### src/rtl/mem_copy_master.sv
// Block copy / fill initiator for one port of the 32-bit word RAM request/response bus.
// At most one read is ever in flight; m_* outputs come from registers or decoded state only.
module mem_copy_master #(
  parameter int LenW = 16
) (
  input  logic            CLK,
  input  logic            RST_N,
  input  logic            start_i,
  input  logic            mode_i,
  input  logic [31:0]     src_addr_i,
  input  logic [31:0]     dst_addr_i,
  input  logic [LenW-1:0] len_i,
  input  logic [31:0]     fill_data_i,
  input  logic            abort_i,
  output logic            busy_o,
  output logic            done_o,
  output logic            err_o,
  output logic            aborted_o,
  output logic [LenW-1:0] count_o,
  output logic            m_req_o,
  output logic            m_we_o,
  output logic [3:0]      m_be_o,
  output logic [31:0]     m_addr_o,
  output logic [31:0]     m_wdata_o,
  input  logic            m_rvalid_i,
  input  logic [31:0]     m_rdata_i
);

  localparam logic [2:0] S_IDLE  = 3'd0;
  localparam logic [2:0] S_READ  = 3'd1;
  localparam logic [2:0] S_WAIT  = 3'd2;
  localparam logic [2:0] S_WRITE = 3'd3;
  localparam logic [2:0] S_DONE  = 3'd4;

  logic [2:0]      state_q, state_d;
  logic [31:0]     src_q, src_d;
  logic [31:0]     dst_q, dst_d;
  logic [31:0]     fill_q, fill_d;
  logic [31:0]     addr_q, addr_d;
  logic [31:0]     wdata_q, wdata_d;
  logic [LenW-1:0] rem_q, rem_d;
  logic [LenW-1:0] count_q, count_d;
  logic            mode_q, mode_d;
  logic            err_q, err_d;
  logic            abrt_q, abrt_d;
  logic            abpend_q, abpend_d;
  logic            misaligned;

  assign misaligned = (!mode_i && (src_addr_i[1:0] != 2'b00)) || (dst_addr_i[1:0] != 2'b00);

  always_comb begin
    state_d  = state_q;
    src_d    = src_q;
    dst_d    = dst_q;
    fill_d   = fill_q;
    rem_d    = rem_q;
    count_d  = count_q;
    mode_d   = mode_q;
    err_d    = err_q;
    abrt_d   = abrt_q;
    abpend_d = abpend_q;
    addr_d   = addr_q;
    wdata_d  = wdata_q;

    case (state_q)
      S_IDLE: begin
        if (start_i) begin
          src_d    = src_addr_i;
          dst_d    = dst_addr_i;
          fill_d   = fill_data_i;
          rem_d    = len_i;
          mode_d   = mode_i;
          count_d  = '0;
          err_d    = 1'b0;
          abrt_d   = 1'b0;
          abpend_d = 1'b0;
          if (misaligned) begin
            err_d   = 1'b1;
            state_d = S_DONE;
          end else if (len_i == '0) begin
            state_d = S_DONE;
          end else begin
            state_d = mode_i ? S_WRITE : S_READ;
          end
        end
      end
      S_READ: begin
        // An abort here still lets the read issue; WAIT drains it so nothing is left outstanding.
        state_d = S_WAIT;
        if (abort_i) abpend_d = 1'b1;
      end
      S_WAIT: begin
        if (abort_i) abpend_d = 1'b1;
        if (m_rvalid_i) begin
          if (abort_i || abpend_q) begin
            abrt_d  = 1'b1;
            state_d = S_DONE;
          end else begin
            state_d = S_WRITE;
          end
        end
      end
      S_WRITE: begin
        count_d = count_q + LenW'(1);
        src_d   = src_q + 32'd4;
        dst_d   = dst_q + 32'd4;
        rem_d   = rem_q - LenW'(1);
        if (abort_i) begin
          abrt_d  = 1'b1;
          state_d = S_DONE;
        end else if (rem_q == LenW'(1)) begin
          state_d = S_DONE;
        end else begin
          state_d = mode_q ? S_WRITE : S_READ;
        end
      end
      S_DONE:  state_d = S_IDLE;
      default: state_d = S_IDLE;
    endcase

    // Address / data for the next request are registered; they hold otherwise.
    if (state_d == S_READ) begin
      addr_d = src_d;
    end else if (state_d == S_WRITE) begin
      addr_d  = dst_d;
      wdata_d = mode_d ? fill_d : m_rdata_i;
    end
  end

  always_ff @(posedge CLK or negedge RST_N) begin
    if (!RST_N) begin
      state_q  <= S_IDLE;
      src_q    <= '0;
      dst_q    <= '0;
      fill_q   <= '0;
      rem_q    <= '0;
      count_q  <= '0;
      mode_q   <= 1'b0;
      err_q    <= 1'b0;
      abrt_q   <= 1'b0;
      abpend_q <= 1'b0;
      addr_q   <= '0;
      wdata_q  <= '0;
    end else begin
      state_q  <= state_d;
      src_q    <= src_d;
      dst_q    <= dst_d;
      fill_q   <= fill_d;
      rem_q    <= rem_d;
      count_q  <= count_d;
      mode_q   <= mode_d;
      err_q    <= err_d;
      abrt_q   <= abrt_d;
      abpend_q <= abpend_d;
      addr_q   <= addr_d;
      wdata_q  <= wdata_d;
    end
  end

  assign m_req_o   = (state_q == S_READ) || (state_q == S_WRITE);
  assign m_we_o    = (state_q == S_WRITE);
  assign m_be_o    = (state_q == S_WRITE) ? 4'hF : 4'h0;
  assign m_addr_o  = addr_q;
  assign m_wdata_o = wdata_q;
  assign busy_o    = (state_q == S_READ) || (state_q == S_WAIT) || (state_q == S_WRITE);
  assign done_o    = (state_q == S_DONE);
  assign err_o     = err_q;
  assign aborted_o = abrt_q;
  assign count_o   = count_q;

endmodule
### config.mk
export PLATFORM = sky130hd
export DESIGN_NAME = mem_copy_master
export DESIGN_NICKNAME = d
export VERILOG_FILES = /design/src/rtl/mem_copy_master.sv
export SDC_FILE = /design/constraint.sdc
export NUM_CORES = 1
export LEC_CHECK = 0
export CAP_MARGIN = 20
export CORE_MARGIN = 2
export CORE_UTILIZATION = 40
export CTS_CLUSTER_DIAMETER = 60
export DETAILED_ROUTE_END_ITERATION = 10
export PLACE_DENSITY = 0.63
export SLEW_MARGIN = 20
export SYNTH_ARGS = -nofsm -noshare
export SYNTH_HDL_FRONTEND = slang
export SYNTH_SLANG_ARGS = --single-unit
### constraint.sdc
create_clock -name CLK -period 4.64 [get_ports CLK]
set_input_delay 0.696 -clock CLK [delete_from_list [all_inputs] [get_ports CLK]]
set_output_delay 0.696 -clock CLK [all_outputs]
set_load 0.05 [all_outputs]
* Yosys cells after proc, flatten, opt, wreduce, memory -nomap -nowiden
Index checks and enable logic that the tools add are counted.
W data, S select, Z words.
** Word-level totals
- Input bits :: 150
- Output and inout bits :: 90
- Register bits :: 199
- Logic and storage cells :: 83
** Operators by class
- $add $sub $neg :: 4
- Reduce and logical (&&, ||, !) cells :: 21
- Equal/unequal tests :: 12
- Bitwise operators :: 1
- Mux-type cells :: 33
** Operator list (count)
- $mux W32 :: 7
- $pmux W32 S2 :: 2
- $add A32 B3 Y32 const B :: 2
- $pmux W16 S2 :: 2
- $mux W16 :: 2
- $mux W3 :: 7
- $add A16 B1 Y16 const B :: 1
- $eq A16 B1 Y1 const B :: 1
- $logic_not A16 Y1 :: 1
- $sub A16 B1 Y16 const B :: 1
- $pmux W3 S4 :: 1
- $reduce_bool A2 Y1 :: 5
- $eq A3 B2 Y1 const B :: 3
- $ne A2 B2 Y1 const B :: 4
- $mux W1 :: 7
- $eq A3 B1 Y1 const B :: 2
- $reduce_and A2 Y1 :: 3
- $logic_or A1 B1 Y1 :: 5
- $reduce_and A5 Y1 :: 1
- $mux W2 :: 2
- $mux W4 :: 1
- $eq A3 B3 Y1 const B :: 1
- $logic_not A3 Y1 :: 1
- $pmux W1 S3 :: 1
- 8 further kinds :: 8

* Longest topological paths before layout
Gate-level depths: netlist of the first run.
- Depth after elaboration :: 9
- Mapped depth :: 11
- Mapped depth without buffers :: 9

* Worst setup path after synthesis of the first run
No wires, ideal clock.
- Path kind :: register to output
- From :: reg state_q[2]
- To :: out m_be_o[0]
- Setup slack :: 2.073 ns
- Arrival time :: 1.871 ns
- Stages on the path, launching flop included :: 9
- Required time :: 3.944 ns
- Path buffers :: 6
- Cell sequence :: dfrtp_1 > buf_2 > nand3b_1 > buf_2 > inv_2 > buf_4 > buf_2 > buf_2 > buf_4
** On the way
- Word-level cells in the longest chain between the ends :: 2
** RTL lines
- start: declaration :: line 35 : logic [2:0] state_q, state_d;
- start signal: assignment :: line 145 : state_q <= state_d;
- $eq A3 B2 Y1
- net m_we_o :: line 21 : output logic m_we_o,
- $mux W4 :: line 162 : assign m_be_o = (state_q == S_WRITE) ? 4'hF : 4'h0;
- end: declaration :: line 22 : output logic [3:0] m_be_o,
The timed path passes the listed nets, and every way through them passes these cells.

* Final worst setup path of the first run
- From :: reg state_q[0]
- To :: out m_be_o[2]
** On the way
- Word-level cells in the longest chain between the ends :: 2
** RTL lines (line)
- $eq A3 B2 Y1 :: 162
- $mux W4 :: 162
No other way between the ends.

==> results of run 1 <==
==> where the power goes <==
part / internal [uW] / leakage (uW) / switching (uW)
Clock: 773 / 0.000288 / 755
Sequential: 2500 / 0.00247 / 670
Combinational: 1500 / 0.00292 / 2620
Total: 4770 / 0.00568 / 4050
==> through the flow <==
stage,area (sq um),worst slack (ps),hold WS [ps],std cells
global placement,12900,1340,453,1628
global route,13500,948,338,1660
detailed placement,12900,1290,458,1628
floorplan,10300,2070,400,1116
finish,13500,1120,303,1660
CTS,13500,1100,328,1660
==> metal layers <==
layer	wire length (um)	global-route usage	part of all wire
met5	0	0	0
met4	590	0.0614	0.018
met3	2900	0.0806	0.090
met2	14400	0.377	0.45
met1	14200	0.339	0.44
==> final timing paths <==
check,endpoint,depth (start not counted),startpoint,slack (ps)
max,m_be_o[2],3,state_q[0]$_DFF_PN0_,1120
min,count_o[15]$_DFFE_PN0P_,1,RST_N,300
max reg2reg,m_addr_o[27]$_DFFE_PN0P_,7,state_q[0]$_DFF_PN0_,1560
min reg2reg,fill_q[21]$_DFF_PN0_,2,fill_q[21]$_DFF_PN0_,480
max in group asynchronous,dst_q[13]$_DFF_PN0_,2,RST_N,3230
min in group CLK,fill_q[21]$_DFF_PN0_,2,fill_q[21]$_DFF_PN0_,480
==> state kept, by name (all words and copies together) (netlist names) <==
register / count
m_addr_o: 32
aborted_o: 1
count_o: 16
mode_q: 1
fill_q: 32
dst_q: 32
m_wdata_o: 32
rem_q: 16
err_o: 1
abpend_q: 1
state_q: 3
src_q: 32
==> synthesized netlist by cell type, types with 15 or more instances <==
master | count | area share
or4_1 | 15 | 0.011
buf_2 | 15 | 0.0073
o21ai_0 | 83 | 0.041
o311ai_0 | 23 | 0.020
nand3_1 | 56 | 0.027
nor4_1 | 19 | 0.012
clkbuf_1 | 42 | 0.015
nor3_1 | 16 | 0.0078
dfrtp_1 | 199 | 0.49
mux2i_1 | 59 | 0.058
nand4_1 | 24 | 0.015
a21oi_1 | 36 | 0.018
nor2_1 | 58 | 0.021
nand2_1 | 257 | 0.094
o211ai_1 | 25 | 0.018
==> cell type report <==
cell class,count,area share
Sequential cell,199,0.370
Multi-Input combinational cell,830,0.363
Timing Repair Buffer,255,0.189
Clock buffer,19,0.0322
Tap cell,330,0.0307
Clock inverter,13,0.0117
Inverter,14,0.00428
==> logic make-up (layout without fill, tap and decap cells) <==
logic type	after synthesis	after routing	share of synthesized area
fa+ha+maj	5	5	0.00610
flops	199	199	0.486
simple gates	508	508	0.236
mux	60	60	0.0587
compound gates	254	254	0.170
xor+xnor	3	3	0.00256
buf+inv	87	301	0.0410
==> flow_summary.ini, run 1 <==
[outcome]
outcome = finished, final reports clean

[drt]
drtPass1Iterations = 5
route.detailed.drc = 0
first_iter_violations = 669
drt_wl_total_mm = 32.1
via_per_inst = 5.65
postRouteAntennaNets = 0
avgRoutedWirePerCell_um = 19.4
vias = 9373

[critical_path]
end_kind = output pin
critical_path.cell_chain = nand3b_1, inv_2, clkdlybuf4s50_1
path_class = reg -> out
slowest_delay_ps = 940
worstPathRequired_ps = 3940
crit_buf_inv = 2
cp_max_fo = 37
cpLargestDelayFamily = buffers and inverters
slowest_stage = clkdlybuf4s50_1
cp.arrival_ps = 2820
start_kind = flip-flop

[floorplan]
dieWidth_um = 164
chipHeight_um = 164
pin_count = 240
coreArea_sq_mm = 0.0252
start_util = 0.407
rows = 58
die_area_sq_mm = 0.0269

[sta]
skew_ps = 11.7
post-route-period-util = 0.759
hold_violations = 0
grt_setup_unrepaired = false
min_period_ps = 3520
timing.fmax_ghz = 0.284
drv_slew = 0
finalSetupViolCount = 0
relSlewSlack = 0.374
tns_ps = 0
worst_slew_pin_slew_ps = 939

[hold_path]
hold_class = in -> async

[clock_tree]
clk_latency_ps = 440
cts.sinks = 199
numCtsBuffers = 17
cts_tree = done
cts_resized = 0
htreeDepth = 4
cts_setup_buffers = 0
clk_path_buf_depth = 2
clk_pin_slew_worst_paths_ps = 80
holdBufCountCts = 0
cts_root_buf = clkbuf_16

[placed_design]
place_hpwl_mm = 22.3
port_buffers = 239
place.gp.congestion = 0.860

[cells_and_area]
n_fill_cell = 2292
antennaDiodeCount = 0
regArea_sq_mm = 0.00498
drive_gt1_frac = 0.0556
num-nets-final = 1472
finish.utilization = 0.535
final_common_cell = nand2_1
final_cell_mix = 257 x nand2_1, 238 x clkdlybuf4s50_1, 199 x dfrtp_1
multiInputGateArea_sq_mm = 0.00488
synthToLayoutAreaGrowth_pct = 31.3

[yosys]
synth_cells = 1116
ys_ff_latch = 199
async_reset_ff_frac = 1.00
ys_seq_area_frac = 0.486
synth_edf_count = 0
syn-num-nets = 1271
syn_area_per_cell_sq_um = 9.19
synthFlopType = dfrtp_1
netlist_area_sq_mm = 0.0103
synth_cell_type_count = 75
synth-warning-count = 0

[global_route]
antenna_found_initial = 0
grt_max_degree = 89
grt_pass1_wl_mm = 51.5
grt_pass1_vias = 9296
grt_overflow_total = 0
grt_usage = 0.247

[pwr]
powerDensity_mw_per_mm2 = 655
power_leakage_uw = 0.00568
ir_drop_uv = 407
power_uw = 8820

[run]
drv_cap = 0
Note: power is estimated with default switching activity, not from simulation.
==> run 2: changes to the inputs <==
==> constraint.sdc (replaced) <==
create_clock -name CLK -period 3.6 [get_ports CLK]
set_input_delay 0.54 -clock CLK [delete_from_list [all_inputs] [get_ports CLK]]
set_output_delay 0.54 -clock CLK [all_outputs]
set_load 0.05 [all_outputs]
==> flow_summary.ini, run 2 (synthesis gave the netlist of run 1 again) <==
[run]
drv_cap = 0

[critical_path]
start_kind = flip-flop
cp_max_fo = 17
slowest_stage = dfrtp_1
r2r-end = m_addr_o[22]$_DFFE_PN0P_
end_kind = output pin
crit_end = m_we_o
critPathLaunch = state_q[0]$_DFF_PN0_
ff2ff_setup_slack_ps = 720
cpLargestDelayFamily = buffers and inverters
cp_common_cell = buf_4
critical_path.cell_chain = nand3b_1, inv_2, buf_4, buf_4, buf_12
cp.arrival_ps = 2630
r2r_start = state_q[0]$_DFF_PN0_
path_depth = 5
crit_buf_inv = 4
slowest_delay_ps = 580
path_class = reg -> out
worstPathRequired_ps = 3060
rr_worst_depth = 8

[clock_tree]
cts_root_buf = clkbuf_16
cts_setup_buffers = 0
holdBufCountCts = 0
cts.sinks = 199
clk_pin_slew_worst_paths_ps = 80
clk_latency_ps = 440
numCtsBuffers = 17
clk_path_buf_depth = 2
cts_tree = done
htreeDepth = 4
cts_resized = 0

[drt]
wl_met2_mm = 14.7
drt_wl_total_mm = 31.9
drtPass1Iterations = 6
routed.top_layer = met5
first_iter_violations = 676
via_per_inst = 5.64
route.detailed.drc = 0
wl_met3_mm = 2.89
vias = 9438
postRouteAntennaNets = 0
wl_met1_mm = 13.6
avgRoutedWirePerCell_um = 19.1

[outcome]
outcome = finished, final reports clean

[cells_and_area]
finish.utilization = 0.542
regArea_sq_mm = 0.00498
synthToLayoutAreaGrowth_pct = 33.2
final_common_cell = nand2_1
num-nets-final = 1484
n_fill_cell = 2351
multiInputGateArea_sq_mm = 0.00488
drive_gt1_frac = 0.0693
final_cell_mix = 257 x nand2_1, 233 x clkdlybuf4s50_1, 199 x dfrtp_1

[floorplan]
rows = 58
start_util = 0.407
die_area_sq_mm = 0.0269
coreArea_sq_mm = 0.0252
dieWidth_um = 164
chipHeight_um = 164
pin_count = 240

[placed_design]
place.gp.congestion = 0.877
place_hpwl_mm = 22.7
port_buffers = 239
post-place-ws_ps = 510

[sta]
post-route-period-util = 0.880
relSlewSlack = 0.389
timing.fmax_ghz = 0.316
min_period_ps = 3170
setup_slack_ps = 432
finalSetupViolCount = 0
grt_setup_unrepaired = false
tns_ps = 0
drv_slew = 0
skew_ps = 20.6
worst_slew_pin_slew_ps = 910
hold_violations = 0

[hold_path]
hold_class = in -> async

[global_route]
grt_usage = 0.243
grt_pass1_vias = 9177
antenna_found_initial = 2
grt_pass1_wl_mm = 50.5
grt_max_degree = 89
grt_overflow_total = 0

[pwr]
p_sw_frac = 0.456
power_frac_clock = 0.175
seq_power_share = 0.356
power_leakage_uw = 0.00579
powerDensity_mw_per_mm2 = 837
ir_drop_uv = 501
power_switching_uw = 5210
combPwrFrac = 0.469
intPower_uw = 6220
power_uw = 11400
## run 2: final cells by class
type | instances | area share
inverter | 14 | 0.00422
sequential | 199 | 0.365
clock inverter | 14 | 0.0128
timing repair buffer | 267 | 0.198
multi-input combinational | 830 | 0.357
antenna | 1 | 0.000183
tap | 330 | 0.0302
clock buffer | 18 | 0.0322
## run 2: metrics by stage
step	cells	cell area [sq um]	hold slack (ps)
finish	1673	13700	134
global route	1672	13700	180
CTS	1672	13700	168
detailed placement	1640	13000	462
global placement	1640	13000	453
floorplan	1116	10300	244
## run 2: layer usage
metal,GRT usage,up-vias
li1,-,4511
met1,0.318,4507
met2,0.385,369
met3,0.0758,49
met4,0.0758,2
met5,0,-
## run 2: how the worst min path moves through the flow
stage | end | slack (ps) | cells after the start
floorplan | aborted_o$_DFFE_PN0P_ | 240 | 0
global placement | fill_q[18]$_DFF_PN0_ | 450 | 2
detailed placement | fill_q[27]$_DFF_PN0_ | 460 | 2
CTS | count_o[14]$_DFFE_PN0P_ | 170 | 1
global route | count_o[13]$_DFFE_PN0P_ | 180 | 1
finish | count_o[15]$_DFFE_PN0P_ | 130 | 1
## run 2: power groups by stage
stage	registers [uW]	logic, uW	clock network, uW
global route	4210	5820	2140
CTS	4060	5410	2040
floorplan	5130	2420	0
global placement	4070	5330	0
finish	4070	5360	2000
detailed placement	4070	5400	0
## run 2: worst reg2reg max path, delay by kind of cell (launching register included)
kind	cells	cell delay [ps]
and+or+nand+nor	3	690
DFF	1	580
AOI/OAI and AO/OA	3	700
buffers and inverters	2	800
==> run 3: changes to the inputs <==
--- a/config.mk
+++ b/config.mk
@@ -5,7 +5,7 @@
 export SDC_FILE = /design/constraint.sdc
 export NUM_CORES = 1
 export LEC_CHECK = 0
-export CAP_MARGIN = 20
+export CAP_MARGIN = 30
 export CORE_MARGIN = 2
 export CORE_UTILIZATION = 40
 export CTS_CLUSTER_DIAMETER = 60
==> results of run 3 <==
The final DEF is identical to that of run 2; final timing and power are the same.
